**config.mk**
```make
export PLATFORM = sky130hd
export DESIGN_NAME = hazard_scoreboard
export DESIGN_NICKNAME = d
export VERILOG_FILES = /design/src/rtl/hazard_scoreboard.sv
export SDC_FILE = /design/constraint.sdc
export NUM_CORES = 1
export LEC_CHECK = 0
export BUFFER_PORTS_ARGS = -buffer_cell sky130_fd_sc_hd__buf_2
export CAP_MARGIN = 40
export CORE_ASPECT_RATIO = 0.9
export CORE_UTILIZATION = 45
export CTS_CLUSTER_DIAMETER = 60
export DETAILED_ROUTE_END_ITERATION = 12
export PLACE_DENSITY_LB_ADDON = 0.15
export SLEW_MARGIN = 20
export SYNTH_ARGS = -nofsm -noshare
export SYNTH_HDL_FRONTEND = slang
export SYNTH_SLANG_ARGS = --single-unit
```
**constraint.sdc**
```tcl
create_clock -name clk -period 3 [get_ports clk]
set_input_delay 0.3 -clock clk [delete_from_list [all_inputs] [get_ports clk]]
set_output_delay 0.3 -clock clk [all_outputs]
set_load 0.05 [all_outputs]
```
**src/rtl/hazard_scoreboard.sv**
```systemverilog
// Hazard and forwarding tracker between decode and ID/EX: a shift register of
// in-flight destination registers drives the decode stall and per-port forwarding selects.
module hazard_scoreboard #(
    parameter int NSTAGE   = 3,
    parameter int NRD      = 2,
    parameter int AW       = 5,
    parameter int ALU_RDY  = 0,
    parameter int LOAD_RDY = 1,
    parameter int SW       = $clog2(NSTAGE + 1)
) (
    input  logic              clk,
    input  logic              resetn,
    input  logic [NRD*AW-1:0] src_reg,
    input  logic [NRD-1:0]    src_vld,
    input  logic              iss_vld,
    input  logic [AW-1:0]     iss_rd,
    input  logic              iss_we,
    input  logic              iss_load,
    input  logic              frz,
    input  logic              kill,
    output logic              stall,
    output logic [NRD*SW-1:0] fwd_sel,
    output logic              busy,
    output logic [SW-1:0]     inflight
);

    logic [NSTAGE-1:0] vld_q, vld_d;
    logic [NSTAGE-1:0] load_q, load_d;
    logic [AW-1:0]     rd_q [NSTAGE];
    logic [AW-1:0]     rd_d [NSTAGE];
    logic [SW-1:0]     inflight_q, inflight_d;
    logic [NRD-1:0]    port_stall;
    logic              accept;

    function automatic logic entry_ready(input int k, input logic is_load);
        return is_load ? (k >= LOAD_RDY) : (k >= ALU_RDY);
    endfunction

    // Scan oldest to youngest so the youngest match overwrites any older one.
    always_comb begin
        fwd_sel    = '0;
        port_stall = '0;
        for (int p = 0; p < NRD; p++) begin
            for (int k = NSTAGE - 1; k >= 0; k--) begin
                if (src_vld[p] && (src_reg[p*AW +: AW] != '0) && vld_q[k] &&
                    (rd_q[k] == src_reg[p*AW +: AW])) begin
                    if (entry_ready(k, load_q[k])) begin
                        fwd_sel[p*SW +: SW] = SW'(k + 1);
                        port_stall[p]       = 1'b0;
                    end else begin
                        fwd_sel[p*SW +: SW] = '0;
                        port_stall[p]       = 1'b1;
                    end
                end
            end
        end
    end

    assign stall    = |port_stall;
    assign busy     = |vld_q;
    assign inflight = inflight_q;
    assign accept   = iss_vld && !stall && iss_we && (iss_rd != '0);

    always_comb begin
        vld_d      = vld_q;
        load_d     = load_q;
        rd_d       = rd_q;
        inflight_d = inflight_q;
        if (kill) begin
            vld_d      = '0;
            inflight_d = '0;
        end else if (!frz) begin
            for (int k = 1; k < NSTAGE; k++) begin
                vld_d[k]  = vld_q[k-1];
                load_d[k] = load_q[k-1];
                rd_d[k]   = rd_q[k-1];
            end
            vld_d[0]   = accept;
            load_d[0]  = accept && iss_load;
            rd_d[0]    = accept ? iss_rd : '0;
            inflight_d = '0;
            for (int k = 0; k < NSTAGE; k++) begin
                if (vld_d[k]) inflight_d = inflight_d + SW'(1);
            end
        end
    end

    always_ff @(posedge clk or negedge resetn) begin
        if (!resetn) begin
            vld_q      <= '0;
            load_q     <= '0;
            inflight_q <= '0;
            for (int k = 0; k < NSTAGE; k++) rd_q[k] <= '0;
        end else begin
            vld_q      <= vld_d;
            load_q     <= load_d;
            inflight_q <= inflight_d;
            for (int k = 0; k < NSTAGE; k++) rd_q[k] <= rd_d[k];
        end
    end

endmodule

```
==> results of run 1 <==
[metal layers]
metal / vias to the layer above / track usage [%] / share of wire, %
met2: 34 / 32.4 / 45
met3: 7 / 6.01 / 5.9
met1: 555 / 28.3 / 48
li1: 592 / - / -
met4: 0 / 6.20 / 1.3
met5: - / 0 / 0
[placed cells by master, fill, tap and decap left out, drive strengths merged, types with 4 or more instances in the layout]
master and n:
nor2 9, xnor2 14, xor2 17, nand2 45, o21ai 9, nand4 5, buf 31, nor4 4
dfrtp 21, mux2i 4
[logic make-up (layout without fill, tap and decap cells)]
group           after synthesis  in the layout  share of synthesized area, %
mux                           4              4                          2.94
simple gates                 78             78                          27.3
compound gates               16             16                          7.91
flops                        21             21                          38.6
xor+xnor                     31             31                          20.0
fa+ha+maj                     2              2                          1.84
buf+inv                       5             37                          1.38
[per-stage QoR]
stage          util, %  area (um^2)  setup WS [ps]
3_5_place_dp      55.1         1550            399
2_1_floorplan        -         1360            391
4_1_cts           56.5         1590            462
5_1_grt           56.5         1590            314
6_report          56.5         1590            468
3_3_place_gp      55.1         1550            457
[flip-flops by register name, summed over array words and instances, names as in the netlist]
signal	flops
vld_q	3
inflight	2
load_q	1
rd_q	15
[worst reg2reg max path, cell delays in order, from the launching register on]
cell	delay [ps]
dfrtp_1	480
xor2_1	170
nor4_1	490
nand4_4	190
a21boi_4	280
or3_1	160
ha_1	230
xnor2_1	140
nor2_1	50
a21oi_1	120
nor2_1	50
[synth_stat cells]
cell	count	share of area [%]
nand2_1	45	12
a21boi_0	1	0.55
nand2b_1	1	0.46
xnor2_1	14	9.0
nand4_4	1	1.6
or3_1	2	0.92
or4_4	1	0.83
dfrtp_1	21	39
o21ai_2	1	0.64
ha_1	2	1.8
nand3_1	2	0.74
nor2_1	9	2.5
o21bai_1	1	0.55
clkbuf_1	4	1.1
o21ai_0	8	2.9
xor2_1	17	11
inv_1	1	0.28
or2_2	1	0.46
o21a_1	1	0.55
and2_1	1	0.46
or4_1	2	1.1
nor3_1	3	1.1
nor4_1	4	1.8
nand3b_1	1	0.55
a21oi_1	2	0.74
nand4_1	4	1.8
a21boi_4	1	1.4
mux2i_1	4	2.9
a211oi_1	1	0.55
and2_2	1	0.55
[report_power, final]
| group | switching [mW] | internal (mW) |
|---|---|---|
| Clock | 0.0945 | 0.0510 |
| Combinational | 0.0713 | 0.0595 |
| Sequential | 0.0309 | 0.305 |
[layout make-up]
type / instances / area [um^2] / share of cell area [%]
clock buffers: 3 / 22.5 / 1.42
multi-input cells: 131 / 816 / 51.3
flip-flops and latches: 21 / 526 / 33.0
inverters: 1 / 3.75 / 0.236
well taps: 40 / 50.0 / 3.15
clock inverters: 1 / 7.51 / 0.472
repair buffers: 32 / 165 / 10.4
[worst paths after layout]
path	startpoint	endpoint	cells past startpoint
min	kill	inflight[0]$_DFFE_PN0P_	2
min reg2reg	inflight[0]$_DFFE_PN0P_	inflight[0]$_DFFE_PN0P_	2
min in group asynchronous	resetn	load_q[0]$_DFFE_PN0P_	2
max in group asynchronous	resetn	vld_q[0]$_DFFE_PN0P_	2
max	rd_q[14]$_DFFE_PN0P_	stall	5
max reg2reg	rd_q[14]$_DFFE_PN0P_	inflight[0]$_DFFE_PN0P_	10
[what timing repair did]
item	4_1_cts	5_1_grt
endpoints found under the hold margin	21	0
gates resized for setup	0	0
hold buffers	1	0
==> summary.md, run 1 <==
| Metric | Value |
|---|---|
| Outcome | finished clean |
| FMAX | 395 MHz |
| Area Overhead vs Synth | 16.9% |
| Critical Path Max Stage Delay | 490 ps |
| Max transition margin | 57.2% |
| Slew @ Worst Pin | 640 ps |
| Fin cells | 229 |
| Grt ovf | 0 |
| Top Ports | 32 |
| Lkg Pwr | 0.783 nW |
| HPWL Detailed | 2330 um |
| Fin. max-slew vios | 0 |
| CP Class | reg2out |
| Vias/cell | 5.19 |
| Die height | 54.2 um |
| Via count | 1188 |
| Share of layout cells above drive strength 1 | 21.7% |
| Port Buffers | 31 |
| Vias in the first global route | 1074 |
| Max Fanout on Critical Path | 10 |
| Final setup fails | 0 |
| # Max-Cap Violations | 0 |
| Starting Density | 48.3% |
| Tcrit/Tclk final | 84.4% |
| Yosys reg bits | 21 |
| Hold Violations, Final | 0 |
| Post-CTS setup buffer count | 0 |
| Element type at the critical path start | flip-flop |
| Synthesized netlist cell count | 157 |
| Overall power | 0.612 mW |
| CP endpoint kind | output pin |
| # rows | 18 |
| Warning count from the yosys run | 0 |
| Starting DRT DRC Count | 58 |
| Initial antenna violation count | 0 |
| Hold slack final | 212 ps |
| Placed Cells | 224 |
| Tmin final | 2530 ps |
| CP delay by family, top | simple AND/OR/NAND/NOR gates |
| Worst skew pair latency | 320 ps |
| DIE AREA | 3250 um^2 |
| CP arrival | 2230 ps |
| CP Buf/Inv Count | 1 |
| VDD IR max | 0.264 mV |
| Total track usage | 20.9% |
| Pwr Density | 385 nW/um^2 |
| Synthesized area | 1360 um^2 |
| CTS sink count | 21 |
| Critical path, cell by cell | xor2_1 > nor4_1 > nand4_4 > a21boi_4 > buf_2 |
| CTS clk-pin slew, worst paths | 130 ps |
| CTS Root Cell | clkbuf_4 |
| DR pass1 iterations | 5 |
| CTS Buf Count | 3 |
| Antenna Nets Post-Route | 0 |
| Routability cong. | 0.915 |
| Final WL | 2980 um |
| Seq/Total Area, Yosys | 38.6% |
| Setup tns final | 0 ps |
| Worst endpoint required time | 2700 ps |
| Syn Area/Cell | 8.66 um^2 |
| Largest net degree at the start of global routing | 22 |
| Worst Clk Skew | 13.8 ps |
| Avg WL per Cell | 13.0 um |
| CTS tree | built |
| Critical-path top delay cell | nor4_1 |
| Hold Crit Class | in2reg |
| Core Region | 2820 um^2 |
| FILL cells | 270 |
| Die width | 60.0 um |
| N_diodes | 0 |
| DRC Markers | 0 |
| Htree depth | 1 |
| Syn Nets | 183 |
| First-pass GRT wire length | 4920 um |
| Flop2flop setup slack | 560 ps |
| Number of distinct library cells after synthesis | 30 |
| RSZ-0062 raised after global routing | false |
| Clock buffer depth | 2 |
| Final nets | 216 |
Note: power is estimated with default switching activity, not from simulation.
==> inputs of run 2 (changes only) <==
==> constraint.sdc (replaced) <==
create_clock -name clk -period 2.06 [get_ports clk]
set_input_delay 0.206 -clock clk [delete_from_list [all_inputs] [get_ports clk]]
set_output_delay 0.206 -clock clk [all_outputs]
set_load 0.05 [all_outputs]
==> run 2 against run 1 <==
Compared with the run above: clock power increased by 42%; largest cell class unchanged; power increased by 52%; the run now ends with setup timing left; critical endpoint is now fwd_sel[2]; sequential power grew 45%; cell count rose by 11%; utilization is 10 points higher; combinational power rose by 84%; critical path type unchanged.
==> summary.md, run 2 (synthesis results as in run 1) <==
| Metric | Value |
|---|---|
| DIE AREA | 3250 um^2 (unchanged) |
| CTS Buf Count | 3 (unchanged) |
| Final nets | 242 (+12%) |
| Critical path, cell by cell | xnor2_1 > nand4_1 > or4_4 > buf_6 > mux2i_4 > buf_6 |
| Outcome | complete, but fails checks |
| Failing checks | setup timing |
| Most frequent cells in the layout | nand2_1, buf_2, buf_4 |
| Worst hold start | kill |
| Critical-path top delay cell | or4_4 |
| Tcrit/Tclk final | 109% |
| Starting Density | 48.3% (unchanged) |
| Antenna Nets Post-Route | 0 (unchanged) |
| Met3 routed WL | 125 um (-29%) |
| Clock buffer depth | 2 (unchanged) |
| Most common cell after layout, fill and taps aside | nand2_1 |
| Share of layout cells above drive strength 1 | 34.4% (+13 points) |
| Via count | 1303 (+9.7%) |
| Worst hold endpoint | inflight[1]$_DFFE_PN0P_ |
| Max FFs per register | 15 (unchanged) |
| Met1 WL | 1590 um (+12%) |
| DR pass1 iterations | 4 (-1) |
| CP endpoint kind | output pin |
| # Max-Cap Violations | 0 (unchanged) |
| CTS Root Cell | clkbuf_4 |
| Grt ovf | 0 (unchanged) |
| CTS clk-pin slew, worst paths | 120 ps (about the same) |
| Reg-to-reg startpoint | rd_q[14]$_DFFE_PN0P_ |
| VDD IR max | 0.470 mV (+78%) |
| Hold Violations, Final | 0 (unchanged) |
| RSZ-0062 raised after global routing | true |
| Hold slack final | 118 ps (-94.1 ps) |
| Multi-input gate area | 857 um^2 (+5.1%) |
| WL met2 | 1790 um (+34%) |
| Final setup fails | 7 (+7) |
| Most frequent CP cell | buf_6 |
| CTS tree | built |
| Avg WL per Cell | 13.9 um (+6.5%) |
| Slew @ Worst Pin | 758 ps (+118 ps) |
| Critical Path Max Stage Delay | 520 ps (+30 ps) |
| Max transition margin | 49.3% (-7.9 points) |
| Die height | 54.2 um (unchanged) |
| Worst R2R Path Depth | 10 (unchanged) |
| Total track usage | 25.0% (+4.1 points) |
| Max Fanout on Critical Path | 3 (-7) |
| CTS sink count | 21 (unchanged) |
| Top Ports | 32 (unchanged) |
| Flop2flop setup slack | -160 ps (-720 ps) |
| Largest net degree at the start of global routing | 22 (unchanged) |
| Post-layout util | 66.7% (+10 points) |
| Die width | 60.0 um (unchanged) |
| Pwr Density | 496 nW/um^2 (+29%) |
| N_diodes | 0 (unchanged) |
| Tmin final | 2250 ps |
| Element type at the critical path start | flip-flop |
| CP arrival | 2050 ps (-180 ps) |
| Final WL | 3530 um (+19%) |
| CP Class | reg2out |
| Core Region | 2820 um^2 (unchanged) |
| FILL cells | 243 (-10%) |
| Fin. max-slew vios | 0 (unchanged) |
| Worst skew pair latency | 310 ps (about the same) |
| DRC Markers | 0 (unchanged) |
| Port Buffers | 31 (unchanged) |
| Initial antenna violation count | 0 (unchanged) |
| Hold Crit Class | in2reg |
| Htree depth | 1 (unchanged) |
| # rows | 18 (unchanged) |
| Area Overhead vs Synth | 38.0% |
| Setup ws final | -192 ps (-660 ps) |
| Routability cong. | 0.861 (-5.9%) |
| First-pass GRT wire length | 5780 um (+18%) |
| RR Endpoint | inflight[0]$_DFFE_PN0P_ |
| Worst Clk Skew | 2.03 ps (-11.8 ps) |
| Hold-critical path depth | 2 (unchanged) |
| Top layer used by detailed routing | met4 |
| Register with the most flip-flops | rd_q |
| Worst endpoint required time | 1850 ps (-850 ps) |
| FMAX | 444 MHz |
| Vias/cell | 5.11 (-1.5%) |
| Overall power | 0.932 mW (+52%) |
| Starting DRT DRC Count | 58 (unchanged) |
| HPWL Detailed | 2810 um (+21%) |
| Setup tns final | -826 ps (-826 ps) |
| Lkg Pwr | 0.917 nW (+17%) |
| Register Area | 526 um^2 (unchanged) |
| Vias in the first global route | 1269 (+18%) |
-- run 2: cell types whose count changed in the layout (fill, tap and decap cells not counted), sizes merged --
cell | previous run | this run
buf | 31 | 57
-- run 2: critical path, delay by kind of cell (launching register included) --
kind / cells / cell delay [ps]
xor gates and xnor gates: 1 / 150
buffers and inverters: 2 / 330
DFF: 1 / 450
muxes: 1 / 170
and+or+nand+nor: 2 / 640
-- run 2: worst max-delay path by stage --
stage	start	endpoint	slack, ps
3_3_place_gp	src_reg[3]	inflight[0]$_DFFE_PN0P_	-260
5_1_grt	rd_q[13]$_DFFE_PN0P_	fwd_sel[2]	-290
2_1_floorplan	rd_q[10]$_DFFE_PN0P_	inflight[0]$_DFFE_PN0P_	-400
4_1_cts	rd_q[14]$_DFFE_PN0P_	fwd_sel[2]	-200
3_5_place_dp	src_reg[3]	inflight[0]$_DFFE_PN0P_	-290
6_report	rd_q[14]$_DFFE_PN0P_	fwd_sel[2]	-190
-- run 2: power by group --
group          total (mW)  switching [mW]  internal [mW]
clock network       0.206           0.132         0.0740
logic               0.241           0.124          0.117
registers           0.485          0.0418          0.443
total               0.932           0.297          0.635
-- run 2: what timing repair did --
action                                  CTS  global route
buffers inserted                          2             1
hold buffers                              1             0
resized for setup                        21             1
cloned                                    0             0
pin swaps                                 4             0
endpoints found under the hold margin    21             0
endpoints found under the setup margin    7             7
-- run 2: area by class of cell --
type	count	share of cell area [%]
multi-input cells	131	45.7
clock buffers	3	1.20
well taps	40	2.67
repair buffers	58	21.9
inverters	1	0.200
flip-flops and latches	21	28.0
clock inverters	1	0.400
-- run 2: stage by stage --
step | worst slack (ps) | cell area (um^2) | cells
2_1_floorplan | -401 | 1370 | 157
3_3_place_gp | -259 | 1740 | 247
3_5_place_dp | -294 | 1740 | 247
4_1_cts | -201 | 1860 | 254
5_1_grt | -287 | 1880 | 255
6_report | -192 | 1880 | 255
-- run 2: metal layers --
metal | track usage, % | vias to the layer above
li1 | - | 643
met1 | 31.1 | 629
met2 | 45.2 | 29
met3 | 5.05 | 2
met4 | 4.65 | 0
met5 | 0 | -
